<file path="src/rtl/rv32i_decode_stage.sv">
// RV32I decode stage: takes one word per fetch handshake, decodes fields, immediate
// and operation class into a single output register handed to execute via valid/ready.
module rv32i_decode_stage #(
  parameter logic [31:0] NOOP_INSTRUCTION = 32'h0000_0013,
  parameter logic [31:0] RESET_PC         = 32'd0
) (
  input  logic        i_clk,
  input  logic        i_rst,
  input  logic        i_fetch_valid,
  input  logic [31:0] i_fetch_instruction,
  input  logic [31:0] i_fetch_pc,
  output logic        o_decode_ready,
  input  logic        i_flush,
  output logic        o_decode_valid,
  input  logic        i_execute_ready,
  output logic [31:0] o_instruction,
  output logic [31:0] o_pc,
  output logic [4:0]  o_rs1_addr,
  output logic [4:0]  o_rs2_addr,
  output logic [4:0]  o_rd_addr,
  output logic [2:0]  o_funct3,
  output logic        o_funct7_b5,
  output logic [31:0] o_imm,
  output logic [3:0]  o_op_class,
  output logic        o_illegal
);

  localparam logic [3:0] CLS_OP       = 4'd0;
  localparam logic [3:0] CLS_OP_IMM   = 4'd1;
  localparam logic [3:0] CLS_LOAD     = 4'd2;
  localparam logic [3:0] CLS_STORE    = 4'd3;
  localparam logic [3:0] CLS_BRANCH   = 4'd4;
  localparam logic [3:0] CLS_JAL      = 4'd5;
  localparam logic [3:0] CLS_JALR     = 4'd6;
  localparam logic [3:0] CLS_LUI      = 4'd7;
  localparam logic [3:0] CLS_AUIPC    = 4'd8;
  localparam logic [3:0] CLS_MISC_MEM = 4'd9;
  localparam logic [3:0] CLS_SYSTEM   = 4'd10;
  localparam logic [3:0] CLS_ILLEGAL  = 4'd15;

  function automatic logic [3:0] decode_class(input logic [31:0] instr);
    logic [2:0] f3;
    logic [6:0] f7;
    logic [3:0] cls;
    f3  = instr[14:12];
    f7  = instr[31:25];
    cls = CLS_ILLEGAL;
    if (instr[1:0] != 2'b11) begin
      cls = CLS_ILLEGAL;
    end else begin
      case (instr[6:0])
        7'b0110011: begin
          if (f7 == 7'h00 || (f7 == 7'h20 && (f3 == 3'b000 || f3 == 3'b101))) cls = CLS_OP;
          else cls = CLS_ILLEGAL;
        end
        7'b0010011: begin
          // Shift-immediates reuse the top bits as a funct7; only srai may set bit 30.
          if (f3 == 3'b001) cls = (f7 == 7'h00) ? CLS_OP_IMM : CLS_ILLEGAL;
          else if (f3 == 3'b101) cls = (f7 == 7'h00 || f7 == 7'h20) ? CLS_OP_IMM : CLS_ILLEGAL;
          else cls = CLS_OP_IMM;
        end
        7'b0000011: begin
          if (f3 == 3'b011 || f3 == 3'b110 || f3 == 3'b111) cls = CLS_ILLEGAL;
          else cls = CLS_LOAD;
        end
        7'b0100011: cls = (f3 >= 3'b011) ? CLS_ILLEGAL : CLS_STORE;
        7'b1100011: begin
          if (f3 == 3'b010 || f3 == 3'b011) cls = CLS_ILLEGAL;
          else cls = CLS_BRANCH;
        end
        7'b1101111: cls = CLS_JAL;
        7'b1100111: cls = (f3 == 3'b000) ? CLS_JALR : CLS_ILLEGAL;
        7'b0110111: cls = CLS_LUI;
        7'b0010111: cls = CLS_AUIPC;
        7'b0001111: cls = CLS_MISC_MEM;
        7'b1110011: cls = CLS_SYSTEM;
        default:    cls = CLS_ILLEGAL;
      endcase
    end
    return cls;
  endfunction

  function automatic logic [31:0] decode_imm(input logic [31:0] instr, input logic [3:0] cls);
    logic [31:0] imm;
    case (cls)
      CLS_OP_IMM, CLS_LOAD, CLS_JALR, CLS_SYSTEM, CLS_MISC_MEM:
        imm = {{20{instr[31]}}, instr[31:20]};
      CLS_STORE:  imm = {{20{instr[31]}}, instr[31:25], instr[11:7]};
      CLS_BRANCH: imm = {{19{instr[31]}}, instr[31], instr[7], instr[30:25], instr[11:8], 1'b0};
      CLS_LUI, CLS_AUIPC: imm = {instr[31:12], 12'd0};
      CLS_JAL:    imm = {{11{instr[31]}}, instr[31], instr[19:12], instr[20], instr[30:21], 1'b0};
      default:    imm = 32'd0;
    endcase
    return imm;
  endfunction

  logic        valid_r;
  logic [31:0] instr_r;
  logic [31:0] pc_r;
  logic [4:0]  rs1_r;
  logic [4:0]  rs2_r;
  logic [4:0]  rd_r;
  logic [2:0]  funct3_r;
  logic        funct7_b5_r;
  logic [31:0] imm_r;
  logic [3:0]  class_r;
  logic        illegal_r;

  logic        ready_s;
  logic        accept_s;
  logic [3:0]  next_class_s;
  logic [31:0] next_imm_s;

  // Handshake qualification and decode of the incoming word.
  always_comb begin
    ready_s      = 1'b0;
    accept_s     = 1'b0;
    next_class_s = decode_class(i_fetch_instruction);
    next_imm_s   = decode_imm(i_fetch_instruction, next_class_s);
    if (!i_rst && !i_flush && (!valid_r || i_execute_ready)) ready_s = 1'b1;
    else ready_s = 1'b0;
    accept_s = ready_s && i_fetch_valid;
  end

  // Output pipeline register: reset beats flush, flush beats accept/drain.
  always_ff @(posedge i_clk) begin
    if (i_rst) begin
      valid_r     <= 1'b0;
      instr_r     <= NOOP_INSTRUCTION;
      pc_r        <= RESET_PC;
      rs1_r       <= 5'd0;
      rs2_r       <= 5'd0;
      rd_r        <= 5'd0;
      funct3_r    <= 3'd0;
      funct7_b5_r <= 1'b0;
      imm_r       <= 32'd0;
      class_r     <= CLS_OP_IMM;
      illegal_r   <= 1'b0;
    end else if (i_flush) begin
      valid_r   <= 1'b0;
      instr_r   <= NOOP_INSTRUCTION;
      class_r   <= CLS_OP_IMM;
      illegal_r <= 1'b0;
    end else if (accept_s) begin
      valid_r     <= 1'b1;
      instr_r     <= i_fetch_instruction;
      pc_r        <= i_fetch_pc;
      rs1_r       <= i_fetch_instruction[19:15];
      rs2_r       <= i_fetch_instruction[24:20];
      rd_r        <= i_fetch_instruction[11:7];
      funct3_r    <= i_fetch_instruction[14:12];
      funct7_b5_r <= i_fetch_instruction[30];
      imm_r       <= next_imm_s;
      class_r     <= next_class_s;
      illegal_r   <= (next_class_s == CLS_ILLEGAL);
    end else if (valid_r && i_execute_ready) begin
      valid_r <= 1'b0;
    end else begin
      valid_r <= valid_r;
    end
  end

  assign o_decode_ready = ready_s;
  assign o_decode_valid = valid_r;
  assign o_instruction  = instr_r;
  assign o_pc           = pc_r;
  assign o_rs1_addr     = rs1_r;
  assign o_rs2_addr     = rs2_r;
  assign o_rd_addr      = rd_r;
  assign o_funct3       = funct3_r;
  assign o_funct7_b5    = funct7_b5_r;
  assign o_imm          = imm_r;
  assign o_op_class     = class_r;
  assign o_illegal      = illegal_r;

endmodule

</file>
<file path="config.mk">
export PLATFORM = sky130hd
export DESIGN_NAME = rv32i_decode_stage
export DESIGN_NICKNAME = d
export VERILOG_FILES = /design/src/rtl/rv32i_decode_stage.sv
export SDC_FILE = /design/constraint.sdc
export NUM_CORES = 1
export LEC_CHECK = 0
export CAP_MARGIN = 5
export CORE_UTILIZATION = 47
export CTS_CLUSTER_SIZE = 20
export DETAILED_ROUTE_END_ITERATION = 10
export PLACE_DENSITY = 0.87
export RECOVER_POWER = 100
export SYNTH_ARGS = -nofsm -noshare
export SYNTH_HDL_FRONTEND = slang
export SYNTH_SLANG_ARGS = --single-unit
</file>
<file path="constraint.sdc">
create_clock -name i_clk -period 5.75 [get_ports i_clk]
set_input_delay 1.4375 -clock i_clk [delete_from_list [all_inputs] [get_ports i_clk]]
set_output_delay 1.4375 -clock i_clk [all_outputs]
set_load 0.02 [all_outputs]
</file>
Word-level counts from Yosys, hierarchy flattened
Index checks and enable logic that the tools add are counted.
{"block": "op_classes", "n_reduce_logical": 22, "n_lt_le_gt_ge": 1, "n_mux": 15, "n_eq_ne": 30, "bitwise_logic": 1}
{"operator": "$pmux 32 s5", "n": 1}
{"operator": "$pmux 4 s11", "n": 1}
{"operator": "$mux 4", "n": 10}
{"operator": "$eq 7x6->1 const B", "n": 4}
{"operator": "$eq 7x7->1 const B", "n": 4}
{"operator": "$eq 4x3->1 const B", "n": 4}
{"operator": "$eq 4x4->1 const B", "n": 4}
{"operator": "$eq 7x5->1 const B", "n": 2}
{"operator": "$eq 3x3->1 const B", "n": 3}
{"operator": "$eq 4x2->1 const B", "n": 2}
{"operator": "$eq 7x2->1 const B", "n": 1}
{"operator": "$eq 7x4->1 const B", "n": 1}
{"operator": "$logic_not 7->1", "n": 1}
{"operator": "$logic_or 1x1->1", "n": 7}
{"operator": "$eq 3x2->1 const B", "n": 2}
{"operator": "$logic_and 1x1->1", "n": 5}
{"operator": "$reduce_or 5->1", "n": 1}
{"operator": "$eq 4x1->1 const B", "n": 1}
{"operator": "$reduce_or 2->1", "n": 2}
{"operator": "$eq 3x1->1 const B", "n": 1}
{"operator": "$ge 3x2->1 const B", "n": 1}
{"operator": "$logic_not 1->1", "n": 3}
{"operator": "$logic_not 3->1", "n": 1}
{"operator": "$mux 1", "n": 3}
{"operator": "other kinds (4)", "n": 4}
{"block": "word_totals", "elab_cells": 80, "out_inout_bits": 122, "inputBits": 69, "regBits": 121}

Longest topological paths before layout
Gate-level depths: netlist of the first run.
{"block": "depth", "word_depth": 10, "ltp_mapped": 10, "depth_no_buf": 7}

Worst setup path before layout of the first run
Ideal clock, no wire load.
{"block": "synth_timing", "path_type": "input to output", "from": "in i_rst", "to": "out o_decode_ready", "setup_slack_ns": 1.910, "n_path_buf": 2, "arrival_ns": 2.403, "required_time_ns": 4.313, "cell_stages": 4, "path_cell_list": "clkbuf_1 -> or2_2 -> clkbuf_1 -> nor2_1"}
{"block": "synth_via", "elab_chain_len": 4}
{"element": "from (decl)", "line": "8", "text": "input logic i_rst,"}
{"element": "$logic_not 1->1", "line": "120", "text": "if (!i_rst && !i_flush && (!valid_r || i_execute_ready)) ready_s = 1'b1;"}
{"element": "$logic_and 1x1->1 (2 in series)", "line": "120"}
{"element": "$mux 1", "line": "120"}
{"element": "to (decl)", "line": "12", "text": "output logic o_decode_ready,"}
No other way between the ends.

Final worst setup path of the first run
{"block": "layout_timing", "from": "in i_flush", "to": "reg imm_r[17] (netlist: o_imm[17])"}
{"block": "layout_via", "elab_chain_len": 6, "word_cells_on_any_way": 7, "classes_between": "1 x mux; 1 x bitwise; 5 x reduce/logical"}
{"element": "from (decl)", "line": "13", "text": "input logic i_flush,"}
{"element": "$logic_not 1->1", "line": "120"}
{"element": "$logic_and 1x1->1 (2 in series)", "line": "120"}
{"element": "$mux 1", "line": "120"}
{"element": "$logic_and 1x1->1", "line": "122", "text": "accept_s = ready_s && i_fetch_valid;"}
{"element": "$reduce_and 2->1 (no source line) (*)"}
{"element": "to (signal assigned)", "line": "153", "text": "imm_r <= next_imm_s;"}
{"element": "to (decl)", "line": "105", "text": "logic [31:0] imm_r;"}
Mark *: on every way between the ends. The rest lies on a longest branch, timed or not.
A chain may end at the register's enable or synchronous reset.

==> run summary, run 1 <==
In this run, CTS created clock tree buffers numbering 17. After synthesis, the cell types taking the most area are dfxtp_1 (50%), nand2_1 (12%), a21oi_1 (8.9%). The routed layout has around 5,000 vias. The met3 wire length came out at 1132 um.

The worst slew margin relative to its limit is -0.1940. The combined flip-flop and latch cell area is between 0.002 and 0.0025 sq mm. Among all flip-flop cells after synthesis, the most frequent one is dfxtp_1. The filler cells instantiated in the layout total 715. The standard cell with the maximum stage delay on the critical path is clkbuf_1.

TritonCTS built the clock tree. The register-to-register setup slack is between 2000 and 2500 ps. After routing, the total negative slack on setup checks comes to 0 ps.

The average wire length per cell after detail routing is 17.36 um. The critical path in this run is classified as in -> reg. Among all cell types in the netlist, the one instantiated most often is nand2_1. Setup repair after global routing left no endpoint under its margin. For this run, the number of Yosys warnings is 0. The core box area came out at 0.009910 sq mm.

The hold-fix buffer count after cts came out at 0. The overall overflow remaining after global route came out at 0. The total iterations of the first detailed-routing run is 5. The data required time of the worst path came out at 6170 ps. The number of antenna-violating nets in the routed design came out at 0.

The net count of the finished layout is 814. The leakage power of the design is a little under 3 nW. Across the run, the number of max-cap violations was 2. Ranked by instance count, the synthesized netlist is headed by nand2_1 (154), dfxtp_1 (121), a21oi_1 (86), clkbuf_1 (29), nand3_1 (21). After detailed routing, the number of remaining DRC violations is 0. After synthesis, the mean cell area works out to approximately 8.5 sq um. The delay contributed by the slowest stage of the critical path came out at 1240 ps. In the final layout, the share of cells above drive strength 1 is 0.06860. The synthesis-to-layout area growth is 50.82%. At the end of routability-driven placement, the weighted congestion stood at roughly 0.84. The via density per instance came out at about 5.5. Measured on the finished design, the core utilization comes to 0.7396. The number of sinks on the clock net is 121. The endpoint arrival time on the critical path is roughly 5500 ps. Synthesis produced about 580 cells. Across the VDD grid, the largest voltage drop is 0.0002076 V. The number of global-route vias before repair was about 4,900.

The floorplan step set the die width to around 100 um. Between clock sinks in the finished design, the worst skew comes to around 9.2 ps. In this run the vertical extent of the chip is 103.7 um. The flow ran to the end, but the final reports show violations.

The cell row count came out at 36. The number of nets handed over by synthesis was approximately 640. The number of hold violations in the final report came to 0. In this run the post-CTS setup repair buffer count came out at 0. The length of routed wiring on met1 came out at 6541 um.

The number of antenna violations at the first check in global routing is 0. The highest metal layer with signal wires is met4. OpenSTA, run right after detailed placement, puts the worst setup slack at 886.4 ps. In the global route stage, overall resource usage came out at 0.2874. The minimum clock period came out at 5042 ps. The type of element capturing the critical path is a flop. The count of port buffers added during placement came out at 190. After detailed routing, the total wire length is 15,470 um. The proportion of register bits with asynchronous set or reset after synthesis came out at 0. The starting density of the core came out at 0.4904. The count of pins over their slew limit came out at 139. The sequential element share of the synthesized area came out at 0.4985. The clock transition at the registers of the reported paths is 60 ps. The die area came out at 0.01075 sq mm. The kind of cell with the highest combined delay along the critical path is buffers and inverters. No sink is reached through more buffers than the 2 on the longest clock path. The wire length of the first global-routing pass is 24,940 um. The synthesized design contains 0 enable-type register cells.

The library cell with the largest summed area after synthesis is dfxtp_1. The post-route clock period utilization came out at 0.8769. The area used by multi-input combinational logic is 0.002198 sq mm.

STA classifies the critical path startpoint as a primary input. The number of different library cells in the post-synthesis netlist is 62. The buffer and inverter count on the worst path is 2. The critical path goes through dlygate4sd3_1 > or2_2 > nor2_1 > and2_2 > clkbuf_1 > o2111ai_2 > a31oi_1.

The critical-path maximum fanout is 39. The post-cts gate resize count is 0. The half-perimeter wire length after placement is around 10,000 um. In this run the number of H-tree levels came out at 4. The final worst-path setup slack is 708.0 ps. At the pin with the least slew margin, the transition time is 1785 ps. Entering global routing, the biggest net connects 99 pins. The final reports fail on capacitance limit, slew limit. The number of antenna repair diodes came out at 0. The clock latency on the worst-skew pair is 510 ps.

The number of top-level pins came out at 191. The synthesized design contains ~120 register bits. The final-layout worst hold slack came out at 451.5 ps. The area share of the largest cell type after synthesis came out at 0.4985. The post-place instance area is 0.006774 sq mm. Summing every instance area after synthesis gives 0.004860 sq mm. After routing the design area is 0.007330 sq mm. The cell sitting at the root of the clock tree is a clkbuf_8. The timing-limited maximum frequency is 198.3 MHz. The min-delay analysis places its worst path in the category reg -> reg. The detailed router finished its first iteration with 337 violations. The number of endpoints failing setup at the final stage came out at 0.

The power per cell area came out at 292.5 mW/mm^2. Wire segments on met2 add up to 7378 um in the final route.
worst register-to-register path: stages, from the launching register on:
cell	delay, ps
dfxtp_1	310
nor2b_1	140
nor2_1	180
and2_2	410
clkbuf_1	1240
o2111ai_2	630
a31oi_1	330
per-stage QoR:
step | power (mW) | cells
floorplan | 1.000 | 575
global placement | 1.113 | 859
detailed placement | 1.117 | 859
CTS | 2.157 | 891
global route | 2.209 | 891
finish | 2.144 | 891
final cells by class:
class                      count  area share
sequential                   121      0.3305
multi-input combinational    401      0.2999
timing repair buffer         195      0.2634
clock buffer                  18     0.05702
tap                          133     0.02270
clock inverter                14     0.02185
inverter                       9    0.004609
state kept, by name (all words and copies together) (netlist names):
register,cells
o_instruction,32
o_rs1_addr,5
o_pc,32
o_illegal,1
o_funct7_b5,1
o_imm,32
o_op_class,4
o_rd_addr,5
o_decode_valid,1
o_funct3,3
o_rs2_addr,5
per-layer routing:
metal | up-vias | GRT usage
li1 | 2361 | -
met1 | 2329 | 0.3439
met2 | 221 | 0.4818
met3 | 31 | 0.07615
met4 | 0 | 0.1327
met5 | - | 0
cells by family (layout without fill, tap and decap cells):
| kind of cell | after synthesis | after routing | share of synthesized area |
|---|---|---|---|
| flops | 121 | 121 | 0.4985 |
| compound gates | 159 | 159 | 0.2158 |
| simple gates | 237 | 237 | 0.2281 |
| buf+inv | 53 | 236 | 0.04711 |
| xor+xnor | 5 | 5 | 0.01056 |
report_power, final:
| part | switching [mW] | total (mW) | internal (mW) |
|---|---|---|---|
| clock network | 0.421 | 1.05 | 0.629 |
| logic | 0.128 | 0.225 | 0.0968 |
| registers | 0.00999 | 0.869 | 0.859 |
| total | 0.559 | 2.14 | 1.58 |
path summary, 6_finish.rpt:
path	from	depth (start not counted)	end
min	o_rd_addr[3]	2	o_rd_addr[3]
min reg2reg	o_rd_addr[3]	2	o_rd_addr[3]
max reg2reg	o_decode_valid	6	o_imm[17]
max	i_flush	7	o_imm[17]
cell usage in the layout (no fill, tap or decap), types with 3 or more instances in the layout:
cell	netlist	layout
a211oi_1	4	4
a21oi_1	86	86
a221o_1	11	11
a22o_1	6	6
a31oi_1	10	10
a32o_1	5	5
and2_1	5	4
buf_4	4	4
clkbuf_16	0	16
clkdlybuf4s50_1	0	65
dfxtp_1	121	121
dlygate4sd3_1	0	124
inv_1	9	9
inv_6	0	6
nand2_1	154	153
nand2b_1	3	3
nand3_1	21	21
nand4_1	3	3
nor2_1	17	16
nor2b_1	4	4
nor3_1	8	8
o21ai_0	10	10
o22ai_1	4	4
or4_1	3	3
xor2_1	3	3
Note: power is estimated with default switching activity, not from simulation.
==> run 2, diff against run 1 <==
PLACE_DENSITY = 0.9   (was 0.87)
==> run summary, run 2 (synthesis results as in run 1) <==
The standard cell with the maximum stage delay on the critical path is dlygate4sd3_1 (was clkbuf_1). The critical path class is in -> out (was in -> reg). RSZ-0062 raised after global routing: no (unchanged). The number of remaining DRC errors is 0 (unchanged).

The type of the tightest min-delay check is reg -> reg (unchanged). Result of the run: complete, but fails checks (unchanged). The data required time of the worst path is 4310 ps (was 6170 ps). The via density per instance is 5.712 (was 5.547). The number of top-level pins came out at 191 (unchanged). The final total negative setup slack is 0 ps (unchanged).

The internal power was 1.584 mW (was 1.585 mW). The chip width came out at 103.7 um (unchanged). The actual slew at the worst max-slew pin is 1804 ps (was 1785 ps). The total wire length is 16,010 um (was 15,470 um). Violations in the final reports: capacitance limit, slew limit (unchanged).

The hold-critical path depth is 2 (unchanged). The synthesis-to-layout area growth is 50.93% (was 50.82%). The cell at the root of the clock tree is clkbuf_8 (unchanged).

The share of post-route cells with drive strength above 1 was 0.06860 (unchanged). The total setup buffers inserted after CTS is 0 (unchanged). The count of pins over their slew limit came out at 99 (was 139). Chain of cells forming the critical path: dlygate4sd3_1 > or2_2 > nor2_1 > dlygate4sd3_1 (was dlygate4sd3_1 > or2_2 > nor2_1 > and2_2 > clkbuf_1 > o2111ai_2 > a31oi_1). The type of element capturing the critical path is an output pin (was flop). The post-cts gate resize count is 0 (unchanged). The post-route clock skew came out at 9.576 ps (was 9.164 ps). The worst slew margin relative to its limit is -0.2029 (was -0.1940).

The total iterations of the first detailed-routing run is 5 (unchanged). The pin count of the biggest net entering global routing is 99 (unchanged). The timing-limited maximum frequency is 197.1 MHz (was 198.3 MHz).

The post-layout net count is 814 (unchanged). The share of total power in sequential cells is 0.405 (about the same). The number of global-route vias before repair came out at 4,844 (was 4,927). The number of buffers on the longest clock path came to 2 (unchanged). The cell row count is 36 (unchanged). The post-place instance area is 0.006766 sq mm (was 0.006774 sq mm). The portion of total power attributed to the clock network is 0.489 (was 0.490). The number of endpoints failing setup at the final stage came out at 0 (unchanged). The max-cap violation count came to 1 (was 2). The minimum clock period was 5075 ps (was 5042 ps). The overall power is 2.143 mW (was 2.144 mW).

The half-perimeter wire length after placement came out at 10,510 um (was 10,350 um). The finished layout cell area came out at 0.007335 sq mm (was 0.007330 sq mm). The final standard cell count with taps included and fillers excluded was 891 (unchanged). The power per cell area was 292.2 mW/mm^2 (was 292.5 mW/mm^2). The delay contributed by the slowest stage of the critical path came to 730 ps (was 1240 ps).

The depth of the worst register-to-register path came out at 6 (unchanged). The overall overflow remaining after global route came out at 0 (unchanged). The TritonCTS clock tree is built (unchanged).

The number of hold violations in the final report is 0 (unchanged). The switching power share of the total is 0.2607 (was 0.2608). The number of buffers created by CTS came out at 17 (unchanged).

Top library cells by usage in the layout, fill and taps aside: nand2_1 (153), dlygate4sd3_1 (124), dfxtp_1 (121), a21oi_1 (86), clkdlybuf4s50_1 (65) (unchanged). By instance count, the cell type seen most on the critical path is dlygate4sd3_1. The critical path launch point type was a primary input (unchanged).

The wire length of the first global-routing pass is 25,270 um (was 24,940 um). The count of port buffers added during placement is 190 (unchanged). The height of the die came out at 103.7 um (unchanged).

The leakage power of the design came out at 2.898 nW (was 2.901 nW). The average wire length per cell after detail routing was 17.97 um (was 17.36 um). The clock latency on the worst-skew pair is 510 ps (about the same).

The post-route clock period utilization is 0.8826 (was 0.8769). The total number of vias is 5,089 (was 4,942). The critical-path maximum fanout is 35 (was 39).

The number of antenna-violating nets in the routed design came out at 0 (unchanged). The clock transition at the registers of the reported paths came out at 60 ps (about the same). The starting density of the core came out at 0.4904 (unchanged). The relative contribution of combinational cells to total power was 0.106 (was 0.105).

The number of antenna repair diodes is 0 (unchanged). The H-tree depth reported by CTS was 4 (unchanged). The commonest non-fill, non-tap cell in the layout is nand2_1 (unchanged). The final RePlAce weighted congestion came out at 0.8611 (was 0.8352). The total track usage is 0.2956 (was 0.2874). The final-layout worst hold slack is 453.5 ps (was 451.5 ps).

The DRC violation total after the first TritonRoute iteration came out at 356 (was 337). The number of antenna violations at the first check in global routing came out at 0 (unchanged). The die area is 0.01075 sq mm (unchanged). The largest voltage drop on the vdd net was 0.0002213 V (was 0.0002076 V). The hold-fix buffer count after cts is 0 (unchanged). The number of sinks on the clock net is 121 (unchanged). The endpoint arrival time on the critical path was 3640 ps (was 5470 ps). The core box area is 0.009910 sq mm (unchanged). The net switching power came out at 0.5588 mW (was 0.5590 mW). The placed cell count came to 858 (was 859).
[run 2: power groups by stage]
stage / combinational (mW) / sequential, mW / clock, mW
2_1_floorplan: 0.0886 / 0.912 / 0
3_3_place_gp: 0.226 / 0.887 / 0
3_5_place_dp: 0.229 / 0.888 / 0
4_1_cts: 0.232 / 0.870 / 1.05
5_1_grt: 0.241 / 0.871 / 1.09
6_report: 0.227 / 0.869 / 1.05
[run 2: layer usage]
| layer | vias up | track usage | part of all wire |
|---|---|---|---|
| met5 | - | 0 | 0 |
| met3 | 47 | 0.08118 | 0.079 |
| met2 | 274 | 0.4851 | 0.48 |
| li1 | 2367 | - | - |
| met1 | 2401 | 0.3510 | 0.40 |
| met4 | 0 | 0.1612 | 0.038 |
[run 2: worst paths after layout]
kind	startpoint	end	slack, ps
hold / removal	o_pc[27]	o_pc[27]	450
setup / recovery	i_flush	o_decode_ready	680
hold reg to reg	o_pc[27]	o_pc[27]	450
setup reg to reg	o_decode_valid	o_rs2_addr[0]	2450
[run 2: critical path: cells and delay by family]
kind | cells | cell delay (ps)
buffers and inverters | 2 | 1290
and+or+nand+nor | 2 | 900
[run 2: cell type report]
class | count | area [sq um]
fillers | 687 | 2575
flip-flops and latches | 121 | 2422
multi-input cells | 401 | 2198
repair buffers | 195 | 1932
clock buffers | 18 | 417.9
well taps | 133 | 166.4
clock inverters | 14 | 163.9
inverters | 9 | 33.78
[run 2: metrics by stage]
stage	util	setup slack, ps
floorplan	-	1910
detailed placement	0.6828	799.2
global placement	0.6828	874.5
global route	0.7402	449.7
finish	0.7402	675.2
CTS	0.7415	790.7
